File: src/rtl/countdown_timer.sv
// Countdown timer with BCD display digits M:SS.d.
//
// A prescaler divides the clock down to one tick per tenth of a second; each tick
// decrements the BCD count with borrow. The FSM (Idle/Run/Pause/Done) gates the
// prescaler and reports status. Loading is allowed in every state and wins over run.
//
// Ports:
//   clock                 single clock, rising edge
//   reset                 asynchronous active-low reset
//   load                  latch preset digits (clamped to valid BCD)
//   load_minutes/sec_high/sec_low/tenths  preset digits
//   run                   level: count while high, pause while low
//   minutes/sec_high/sec_low/tenths      registered remaining time
//   running               registered, high in Run
//   expired               registered, high in Done
//   done                  registered one-cycle pulse on reaching 0:00.0
module countdown_timer #(
  parameter int unsigned TICKS_PER_TENTH = 10000000
) (
  input  logic       clock,
  input  logic       reset,
  input  logic       load,
  input  logic [3:0] load_minutes,
  input  logic [3:0] load_sec_high,
  input  logic [3:0] load_sec_low,
  input  logic [3:0] load_tenths,
  input  logic       run,
  output logic [3:0] minutes,
  output logic [3:0] sec_high,
  output logic [3:0] sec_low,
  output logic [3:0] tenths,
  output logic       running,
  output logic       expired,
  output logic       done
);

  localparam int unsigned PresW = (TICKS_PER_TENTH > 1) ? $clog2(TICKS_PER_TENTH) : 1;
  localparam logic [PresW-1:0] PresMax = PresW'(TICKS_PER_TENTH - 1);

  typedef enum logic [1:0] {StIdle, StRun, StPause, StDone} state_e;

  state_e           state_q, state_d;
  logic [3:0]       min_q, min_d, sh_q, sh_d, sl_q, sl_d, t_q, t_d;
  logic [PresW-1:0] presc_q, presc_d;
  logic             running_q, running_d, expired_q, expired_d, done_q, done_d;

  logic tick, count_zero, count_one;

  assign tick       = (presc_q == PresMax);
  assign count_zero = (min_q == 4'd0) && (sh_q == 4'd0) && (sl_q == 4'd0) && (t_q == 4'd0);
  assign count_one  = (min_q == 4'd0) && (sh_q == 4'd0) && (sl_q == 4'd0) && (t_q == 4'd1);

  always_comb begin
    state_d = state_q;
    min_d   = min_q;
    sh_d    = sh_q;
    sl_d    = sl_q;
    t_d     = t_q;
    presc_d = presc_q;
    done_d  = 1'b0;

    if (load) begin
      min_d   = (load_minutes > 4'd9)  ? 4'd9 : load_minutes;
      sh_d    = (load_sec_high > 4'd5) ? 4'd5 : load_sec_high;
      sl_d    = (load_sec_low > 4'd9)  ? 4'd9 : load_sec_low;
      t_d     = (load_tenths > 4'd9)   ? 4'd9 : load_tenths;
      presc_d = '0;
      state_d = StIdle;
    end else begin
      unique case (state_q)
        StIdle: begin
          // A zero preset never starts, so Run always holds a non-zero count.
          if (run && !count_zero) state_d = StRun;
        end
        StRun: begin
          if (tick) begin
            presc_d = '0;
            if (t_q != 4'd0) begin
              t_d = t_q - 4'd1;
            end else begin
              t_d = 4'd9;
              if (sl_q != 4'd0) begin
                sl_d = sl_q - 4'd1;
              end else begin
                sl_d = 4'd9;
                if (sh_q != 4'd0) begin
                  sh_d = sh_q - 4'd1;
                end else begin
                  sh_d  = 4'd5;
                  min_d = min_q - 4'd1;
                end
              end
            end
            if (count_one) begin
              state_d = StDone;
              done_d  = 1'b1;
            end else if (!run) begin
              state_d = StPause;
            end
          end else begin
            presc_d = presc_q + 1'b1;
            if (!run) state_d = StPause;
          end
        end
        StPause: begin
          if (run) state_d = StRun;
        end
        StDone: state_d = StDone;
        default: state_d = StIdle;
      endcase
    end

    running_d = (state_d == StRun);
    expired_d = (state_d == StDone);
  end

  always_ff @(posedge clock or negedge reset) begin
    if (!reset) begin
      state_q   <= StIdle;
      min_q     <= 4'd0;
      sh_q      <= 4'd0;
      sl_q      <= 4'd0;
      t_q       <= 4'd0;
      presc_q   <= '0;
      running_q <= 1'b0;
      expired_q <= 1'b0;
      done_q    <= 1'b0;
    end else begin
      state_q   <= state_d;
      min_q     <= min_d;
      sh_q      <= sh_d;
      sl_q      <= sl_d;
      t_q       <= t_d;
      presc_q   <= presc_d;
      running_q <= running_d;
      expired_q <= expired_d;
      done_q    <= done_d;
    end
  end

  assign minutes  = min_q;
  assign sec_high = sh_q;
  assign sec_low  = sl_q;
  assign tenths   = t_q;
  assign running  = running_q;
  assign expired  = expired_q;
  assign done     = done_q;

endmodule

File: config.mk
export PLATFORM = sky130hd
export DESIGN_NAME = countdown_timer
export DESIGN_NICKNAME = d
export VERILOG_FILES = /design/src/rtl/countdown_timer.sv
export SDC_FILE = /design/constraint.sdc
export NUM_CORES = 1
export LEC_CHECK = 0
export ABC_AREA = 0
export ABC_CLOCK_PERIOD_IN_PS = 2190
export CAP_MARGIN = 20
export CORE_ASPECT_RATIO = 0.7
export CORE_UTILIZATION = 49
export DETAILED_ROUTE_END_ITERATION = 8
export PLACE_DENSITY = 0.76
export SYNTH_ARGS = -nofsm -noshare
export SYNTH_HDL_FRONTEND = slang
export SYNTH_SLANG_ARGS = --single-unit
File: constraint.sdc
create_clock -name clock -period 2.19 [get_ports clock]
set_input_delay 0.219 -clock clock [delete_from_list [all_inputs] [get_ports clock]]
set_output_delay 0.219 -clock clock [all_outputs]
set_load 0.05 [all_outputs]
==> metrics.md <==
| Metric | Value |
|---|---|
| Syn nets | `314` |
| Mapped Area | `2680 um2` |
| Crit path cell chain | `or4b_1, or4_4, o31ai_4, mux2_4` |
| Final Hold Vio Count | `27` |
| Mean cell area of the mapped netlist | `9.22 um2` |
| Critical path arrival | `2.39 ns` |
| Fin crit share | `1.00` |
| Final worst slack | `-0.00455 ns` |
| Seq cells post-synth | `45` |
| Hold Slack | `-0.0252 ns` |
| Final min period | `2.19 ns` |
| CTS tree | `built` |
| Final Net Count | `383` |
| FP Rows | `22` |
| CORE AREA | `5260 um2` |
| Vias per inst | `5.96` |
| Worst Skew | `0.0115 ns` |
| Mapped Cells | `291` |
| Initial cell density of the core | `0.510` |
| Top cells by area in the synthesized netlist | `dfrtp_1 (42%), nor2_1 (4.8%), xnor2_1 (4.2%)` |
| Inserted Diodes | `0` |
| Final Max Tran Viols | `0` |
| Clock Latency Late Sink | `0.31 ns` |
| Placed Area | `~3300 um2` |
| Cell variety after synth | `61` |
| CP peak stage delay | `0.53 ns` |
| DRC | `0` |
| Status | `complete, but fails checks` |
| Synth Warn # | `0` |
| CTS Hold Buffers Added | `0` |
| Hold Crit Class | `in2async` |
| Share of cells above drive strength 1 | `0.172` |
| WL/cell | `16.3 um` |
| Clock Sinks | `45` |
| Peak VDD IR | `0.305 mV` |
| Synth top cells by count | `dfrtp_1 (45), nor2_1 (34), nand2_1 (18)` |
| Port Buffers | `38` |
| CP Capture Type | `flip-flop` |
| Die footprint | `~5800 um2` |
| Layout filler cell count | `~440` |
| Pre-CTS setup slack | `0.00289 ns` |
| Chip width | `90.4 um` |
| Max Freq | `456 MHz` |
| Slowest cell on crit path | `or4b_1` |
| Top-area cell type share of the netlist area | `0.420` |
| Worst Path Buf+Inv | `0` |
| Die Y-Extent | `63.9 um` |
| DRT Wirelength | `7.07 mm` |
| Maximum capacitance violations | `0` |
| Antenna violations before repair | `0` |
| Finished Cell Area | `3470 um2` |
| Dpl hpwl | `about 5.2 mm` |
| Failing checks | `hold timing, setup timing` |
| Relative slew margins | `0.617` |
| Leakage power | `0.00139 uW` |
| 1st-iter DRT viols | `229` |
| Slew @ Worst Pin | `0.575 ns` |
| Total gr overflow | `0` |
| Multi-input gate area | `1480 um2` |
| Post-synth EDFFs | `0` |
| Total CTS buffers | `5` |
| Routability congestion estimate | `0.884` |
| Worst-path clk slew | `approximately 0.1 ns` |
| Root Driver | `clkbuf_8` |
| Fin cells | `~430` |
| WS Path Type | `reg2reg` |
| Placed instance count | `423` |
| Worst path required time | `2.38 ns` |
| H-tree levels | `2` |
| Overall routing resource usage | `0.262` |
| Register area | `1130 um2` |
| Power Density | `534 nW/um2` |
| Count leader, synth | `dfrtp_1` |
| Area grow syn2layout | `29.4%` |
| Largest net degree at the start of global routing | `46` |
| Setup TNS | `-0.00455 ns` |
| Delay-heaviest family, CP | `simple AND/OR/NAND/NOR gates` |
| DRT Pass-1 Iters | `4` |
| Antenna Violating Nets Remaining | `0` |
| Vias in the first global route | `between 2000 and 2500` |
| First-pass GRT wire length | `roughly 12 mm` |
| Cell taking the most area after synthesis | `dfrtp_1` |
| Async SR Flop Fraction | `1.00` |
| Startpoint types | `flip-flop` |
| Register area share after synthesis | `0.420` |
| Via count | `2582` |
| RSZ-0062 raised after global routing | `yes` |
| Max clock buf depth | `2` |
| Ports | `39` |
| Post-synth top flop | `dfrtp_1` |
| Setup-failing EPs final | `1` |
| Max FO, Critical Path | `5` |
metal layers:
| layer | global-route usage | wire [um] | up-vias |
|---|---|---|---|
| met4 | 0.0565 | 44 | 0 |
| met1 | 0.401 | 3580 | 1256 |
| met5 | 0 | 0 | - |
| met3 | 0.0488 | 457 | 4 |
| met2 | 0.382 | 3000 | 95 |
| li1 | - | - | 1227 |
where the power goes:
part	switching, uW	leakage (uW)	internal [uW]
Clock	308	0.0000445	227
Sequential	35.7	0.000595	863
Combinational	256	0.000748	166
layout make-up:
type                            count  area share
Multi-Input combinational cell    223       0.425
Sequential cell                    45       0.324
Timing Repair Buffer               74       0.187
Tap cell                           72      0.0259
Clock buffer                        5      0.0198
Inverter                           11      0.0119
Clock inverter                      3     0.00613
final timing paths:
| kind | start | end | slack, ns | cells after the start |
|---|---|---|---|---|
| min | reset | presc_q[3] | -0.03 | 2 |
| max reg2reg | presc_q[18] | tenths[0] | -0.005 | 4 |
| min in group clock | load_minutes[2] | minutes[2] | 0.50 | 3 |
| min reg2reg | presc_q[1] | presc_q[1] | 0.56 | 1 |
| max in group asynchronous | reset | tenths[0] | 1.82 | 2 |
| max | presc_q[18] | tenths[0] | -0.005 | 4 |
logic make-up (layout without fill, tap and decap cells):
family / count (synthesis) / in the layout / share of synthesized area
AO/OA/AOI/OAI: 64 / 64 / 0.174
XOR/XNOR: 17 / 17 / 0.0555
adder cells (fa/ha/maj): 3 / 3 / 0.0140
buffers and inverters: 23 / 93 / 0.0392
flip-flops: 45 / 45 / 0.420
multiplexers: 3 / 3 / 0.0121
AND/OR/NAND/NOR: 136 / 136 / 0.286
sequential cells by signal (all words and copies together) (netlist names):
register,count
presc_q,24
expired,1
state_q,2
done,1
tenths,4
running,1
sec_high,4
sec_low,4
minutes,4
metrics by stage:
step	util	power [uW]
2_1_floorplan	-	1150
4_1_cts	0.652	1860
5_1_grt	0.660	1940
6_report	0.660	1860
3_5_place_dp	0.635	1330
3_3_place_gp	0.635	1320
what timing repair did:
item,in CTS,in global routing
gates resized for setup,0,8
buffers inserted,0,2
setup endpoints to repair,0,33
cells in the final DEF, fill, tap and decap left out, types with 4 or more instances in the layout:
| cell | count |
|---|---|
| nor4_1 | 6 |
| nor3_1 | 16 |
| clkdlybuf4s50_1 | 37 |
| nor4_2 | 4 |
| dfrtp_1 | 45 |
| xor2_1 | 4 |
| buf_4 | 35 |
| a21oi_1 | 14 |
| nor2b_1 | 4 |
| a31oi_1 | 4 |
| nand4_1 | 6 |
| inv_1 | 11 |
| nor2_1 | 33 |
| nand3_1 | 14 |
| xnor2_1 | 13 |
| or3_1 | 4 |
| and3_1 | 5 |
| a211oi_1 | 5 |
| o21ai_0 | 10 |
| clkbuf_8 | 5 |
| nand2_1 | 18 |
(Power assumes the default switching activity.)
